[src/rtl/orb_word_checker_pkg.sv]
// Shared definitions for the orbit word checker: frame-sync state encoding,
// default word geometry and a saturating error-counter helper.
package orb_word_checker_pkg;

   localparam int          WORD_BITS_C   = 12;
   localparam int          FRAME_WORDS_C = 1024;
   localparam logic [11:0] SYNC_WORD_C   = 12'hE2B;

   typedef enum logic [1:0] {
      ST_HUNT   = 2'b00,
      ST_VERIFY = 2'b01,
      ST_LOCKED = 2'b10
   } orb_state_e;

   // Increment that sticks at all-ones instead of wrapping.
   function automatic logic [15:0] sat_inc16(input logic [15:0] value);
      logic [15:0] result;
      if (value == 16'hFFFF) begin
         result = value;
      end else begin
         result = value + 16'd1;
      end
      return result;
   endfunction

endpackage

[src/rtl/orb_deser.sv]
// Serial-to-word deserialiser: shifts bits in MSB first, counts bits and
// flags word boundaries that arrive at the wrong bit count. The flags are
// combinational so the owner can register them with one cycle of latency.
module orb_deser
   import orb_word_checker_pkg::*;
#(
   parameter int WORD_BITS = WORD_BITS_C
) (
   input  logic                 clk,
   input  logic                 reset,
   input  logic                 i_bit_en,
   input  logic                 i_serial,
   input  logic                 i_word_valid,
   output logic [WORD_BITS-1:0] o_word,
   output logic                 o_word_done,
   output logic                 o_align_err
);

   logic [WORD_BITS-1:0] r_shift;
   logic [3:0]           r_bitcnt;
   logic [WORD_BITS-1:0] w_shift_next;
   logic [4:0]           w_cnt_incl;
   logic                 w_boundary;
   logic                 w_overrun;

   // Next shift value, count including the current bit, boundary classification.
   always_comb begin
      w_shift_next = {r_shift[WORD_BITS-2:0], i_serial};
      w_cnt_incl   = {1'b0, r_bitcnt} + 5'd1;
      w_boundary   = i_bit_en & i_word_valid;
      // A 16th bit with no boundary cannot belong to any legal word.
      w_overrun    = i_bit_en & ~i_word_valid & (r_bitcnt == 4'd15);
      o_word       = w_shift_next;
      o_word_done  = w_boundary & (w_cnt_incl == 5'(WORD_BITS));
      o_align_err  = (w_boundary & (w_cnt_incl != 5'(WORD_BITS))) | w_overrun;
   end

   // Shift register and bit counter; a boundary or overrun restarts the count.
   always_ff @(posedge clk or negedge reset) begin
      if (!reset) begin
         r_shift  <= '0;
         r_bitcnt <= 4'd0;
      end else if (i_bit_en) begin
         r_shift <= w_shift_next;
         if (w_boundary | w_overrun) begin
            r_bitcnt <= 4'd0;
         end else begin
            r_bitcnt <= r_bitcnt + 4'd1;
         end
      end else begin
         r_shift  <= r_shift;
         r_bitcnt <= r_bitcnt;
      end
   end

endmodule

[config.mk]
export PLATFORM = sky130hd
export DESIGN_NAME = orb_deser
export DESIGN_NICKNAME = d
export VERILOG_FILES = /design/src/rtl/orb_word_checker_pkg.sv /design/src/rtl/orb_deser.sv
export SDC_FILE = /design/constraint.sdc
export NUM_CORES = 1
export LEC_CHECK = 0
export CAP_MARGIN = 40
export CORE_UTILIZATION = 35
export DETAILED_ROUTE_END_ITERATION = 7
export PLACE_DENSITY = 0.71
export SLEW_MARGIN = 20
export SYNTH_ARGS = -nofsm -noshare
export SYNTH_HDL_FRONTEND = slang
export SYNTH_SLANG_ARGS = --single-unit
[constraint.sdc]
create_clock -name clk -period 1.6 [get_ports clk]
set_input_delay 0.24 -clock clk [delete_from_list [all_inputs] [get_ports clk]]
set_output_delay 0.24 -clock clk [all_outputs]
set_load 0.02 [all_outputs]
## After elaboration in Yosys (flattened, before gate mapping)

Index checks and enable logic that the tools add are counted.

- Logic and storage cells: 16
- Flip-flop bits (word level): 15
- Output and inout bits: 14

- Bitwise operators: 8
- Eq/ne operators: 3
- Mux-type cells: 1
- Add/subtract/negate cells: 2

Operator list:

| cell | number |
|---|---|
| adder 4 x 1 -> 5 bit (second input constant) | 1 |
| AND 1 bit | 5 |
| equality test 5 x 4 -> 1 bit (second input constant) | 1 |
| inequality test 5 x 4 -> 1 bit (second input constant) | 1 |
| adder 4 x 1 -> 4 bit (second input constant) | 1 |
| equality test 4 bit (second input constant) | 1 |
| two-way mux 4 bit | 1 |
| OR 1 bit | 2 |
| NOT 1 bit | 1 |

## Depth between registers and ports, before layout

- Depth in word-level cells: 5
- Gate-level depth with buffers: 4
- Mapped depth without buffers: 4

## Worst setup path after synthesis

OpenSTA, ideal clock, no wires.

- Path kind: reg2out
- Start: reg r_bitcnt[0]
- End: out o_align_err
- Cell stages (with the launch flop): 5
- Setup slack: -0.154 ns
- Buffers on the path: 0
- Data arrival time: 1.514 ns
- Path through: dfrtp_1 -> ha_1 -> nor2b_1 -> a21o_1 -> a211oi_1

- Cells in the longest elaborated chain, start to end: 4
- Elaborated cells on any way between the ends: 6
- Those cells by class: 1 x add/sub; 2 x eq/ne; 3 x bitwise

Ends and longest elaborated chain:

| what | line | RTL |
|---|---|---|
| start: declaration | orb_deser.sv:20 | `logic [3:0] r_bitcnt;` |
| start signal: assignment | orb_deser.sv:48 | `r_bitcnt <= r_bitcnt + 4'd1;` |
| start signal: assignment | orb_deser.sv:52 | `r_bitcnt <= r_bitcnt;` |
| adder 4 x 1 -> 5 bit | orb_deser.sv:29 | `w_cnt_incl = {1'b0, r_bitcnt} + 5'd1;` |
| inequality test 5 x 4 -> 1 bit | orb_deser.sv:35 | `o_align_err = (w_boundary & (w_cnt_incl != 5'(WORD_BITS))) \| w_overrun;` |
| AND 1 bit | orb_deser.sv:35 |  |
| OR 1 bit (*) | orb_deser.sv:35 |  |
| end: declaration | orb_deser.sv:16 | `output logic o_align_err` |

Every way passes the cells marked *; elsewhere a longest branch is shown, timed or not.

## Final worst setup path

Ends and elaborated chain as after synthesis.

==> metrics.cfg <==
[yosys]
synth-simple-area-share = 0.1195
synth_adder_area_share = 0.03515
synth_nets = 66
synth_seq_cells = 15
synth_warnings = 0
synth_area_leaders = dfrtp_1 53%, mux2_2 14%, ha_1 3.5%
ys.flop_type = dfrtp_1
yosysMostFrequentCell = dfrtp_1
synth_top_cell_by_area = dfrtp_1
synth_compound_area_frac = 0.09842
ys_seq_area_frac = 0.5272
synth_top_family_by_area = multiplexers
synth_top_area_share = 0.5272
avgSynthCellArea_sq_um = 12.07
muxShareOfSynthArea = 0.1740
synth_common_cells = 15 x dfrtp_1, 9 x mux2_2, 3 x inv_1, 3 x nor2b_1, 3 x o21ai_0
synth_xor_area_frac = 0
post_synth_instance_area_sq_um = 711.9
syn_inst = 59
synthDistinctLibCells = 24
synth_edf_count = 0
synth-async-reset-ratio = 1.000

[critical_path]
regToRegEndpoint = r_bitcnt[1]
worstPathRequired_ns = 1.36
critPathKind = flip-flop to output pin
path_max_fanout = 3
crit_slowest_cell = dfrtp_2
cp_common_cell = buf_4
cp-end-kind = output pin
worstPathArrival_ns = 1.62
cp-start-kind = flip-flop
reg2regPathDepth = 5
reg2reg_from = r_bitcnt[0]
slowest_delay_ns = 0.45
path_cells = ha_2 -> buf_4 -> and3_1 -> a211oi_2 -> buf_4
reg2reg_slack_ns = 0.36

[clocking]
clk_pin_slew_ns = 0.09
cts_tree = yes
cts_max_level = 1
cts_buffer_depth = 2
insertion_delay_ns = 0.28
numCtsBuffers = 3
cts_hold_buf = 0
clock-sinks = 15
cts_root_buf = clkbuf_4

[global_route]
grt_pass1_wl_microns = 2339
grt_pass1_vias = 566
antenna_found_initial = 0
overflow = 0
grt_max_degree = 18
grt.total_usage = 0.1535

[placed_design]
gp_congestion = 0.7909
dpl.hpwl_microns = 1003
dp_slack_ns = -0.5428
io_buffers = 18

[route]
dr.pass1.iters = 3
vias_per_cell = 4.746
route.vias.total = 560
drt.antenna.violating_nets = 0
initialDrtViolationCount = 4
drc = 0
wl_per_cell_microns = 11.89
routed_wl_microns = 1403

[sta]
maxSlewHeadroom = 0.8496
fin_ws_ns = -0.2616
hold_viol_final = 0
drv_slew = 0
fin_crit_sh = 1.163
finalSetupTns_ns = -0.4805
finClkSkew_ns = 0.008679
rsz0062_at_grt = yes
fmax_mhz = 537.2
min_period_ns = 1.862
worst-slew-pin-transition_ns = 0.2250
finalSetupViolCount = 2

[final_layout]
antenna_cells = 0
final_nets = 101
syn_to_final_growth_pct = 53.25
layout-drive-gt1-share = 0.4194

[hold_path]
worstHoldPathType = input pin to async pin

[power]
power_w = 0.001375
ir_drop_mv = 1.115
p_leak_nw = 0.4708
power.density_cell_area_nw_per_um2 = 1260

[floorplan]
io_pins = 19
coreArea_sq_um = 1821
dieArea_sq_um = 2218
num_rows = 15
initial_core_util = 0.3911
die_y_microns = 47.10
die_w_microns = 47.10

[outcome]
violations = setup timing
status = finished with violations

[run]
maxCapViolations = 0

-- worst max-delay path by stage --
| stage | cells past startpoint | slack, ns | from | endpoint |
|---|---|---|---|---|
| 2_1_floorplan | 4 | 0.02 | r_bitcnt[0] | o_align_err |
| 3_3_place_gp | 5 | -0.49 | i_word_valid | o_word_done |
| 3_5_place_dp | 5 | -0.54 | i_word_valid | o_word_done |
| 4_1_cts | 6 | -0.30 | r_bitcnt[0] | o_align_err |
| 5_1_grt | 5 | -0.34 | r_bitcnt[0] | o_align_err |
| 6_report | 5 | -0.26 | r_bitcnt[0] | o_align_err |
-- state kept, by name, summed over array words and instances (netlist names) --
name / count
r_bitcnt: 4
r_shift: 11
-- layer usage --
| layer | up-vias | track usage | share of wire |
|---|---|---|---|
| met5 | - | 0 | 0 |
| met4 | 0 | 0.06857 | 0 |
| met3 | 0 | 0.03462 | 0.036 |
| met2 | 12 | 0.2361 | 0.47 |
| met1 | 265 | 0.2078 | 0.49 |
| li1 | 283 | - | - |
-- area by class of cell --
type | instances | area [sq um]
clock buffer | 3 | 22.52
clock inverter | 1 | 5.005
inverter | 4 | 15.01
tap | 25 | 31.28
timing repair buffer | 33 | 295.3
multi-input combinational | 37 | 345.3
sequential | 15 | 376.6
fill | 158 | 729.5
-- kinds of logic (layout without fill, tap and decap cells) --
kind of cell,count (synthesis),after routing
DFF,15,15
and+or+nand+nor,13,13
AOI/OAI and AO/OA,11,11
muxes,11,11
buffers and inverters,7,41
adders and majority gates,2,2
-- cells in the final DEF (no fill, tap or decap), drive strengths merged --
master and n:
nand3b 2, clkdlybuf4s50 16, buf 17, mux2 11
o221ai 1, o22ai 1, a21o 1, nand2 2
nand2b 1, nor2b 3, clkbuf 3, o21ai 3
dfrtp 15, clkinv 1, a31oi 1, ha 2
a21oi 2, inv 4, nand3 2, a22o 1
a211oi 1, and4 1, nor4 1, and3 1
-- timing repair --
item	in CTS	in global routing
pin swaps	3	3
setup buffers	3	0
endpoints found under the setup margin	2	2
resized for setup	17	4
-- power by group --
part | switching [W] | internal [W]
sequential | 0.0000873 | 0.000491
clock | 0.000120 | 0.0000927
combinational | 0.000260 | 0.000325
total | 0.000467 | 0.000908
-- metrics by stage --
stage | hold slack, ns | cells | util | instance area, sq um
4_1_cts | 0.2527 | 118 | 0.5931 | 1080
3_5_place_dp | 0.4784 | 111 | 0.5498 | 1001
5_1_grt | 0.2772 | 118 | 0.5993 | 1091
6_report | 0.2536 | 118 | 0.5993 | 1091
2_1_floorplan | -0.05559 | 59 | - | 716.9
3_3_place_gp | 0.4692 | 111 | 0.5498 | 1001
-- worst max-delay path: cells and delay by family, from the launching register on --
family,cells,cell delay (ns)
flops,1,0.45
buf+inv,2,0.30
compound gates,1,0.21
fa+ha+maj,1,0.20
simple gates,1,0.18
No activity file was read; power rests on OpenSTA's default activity.
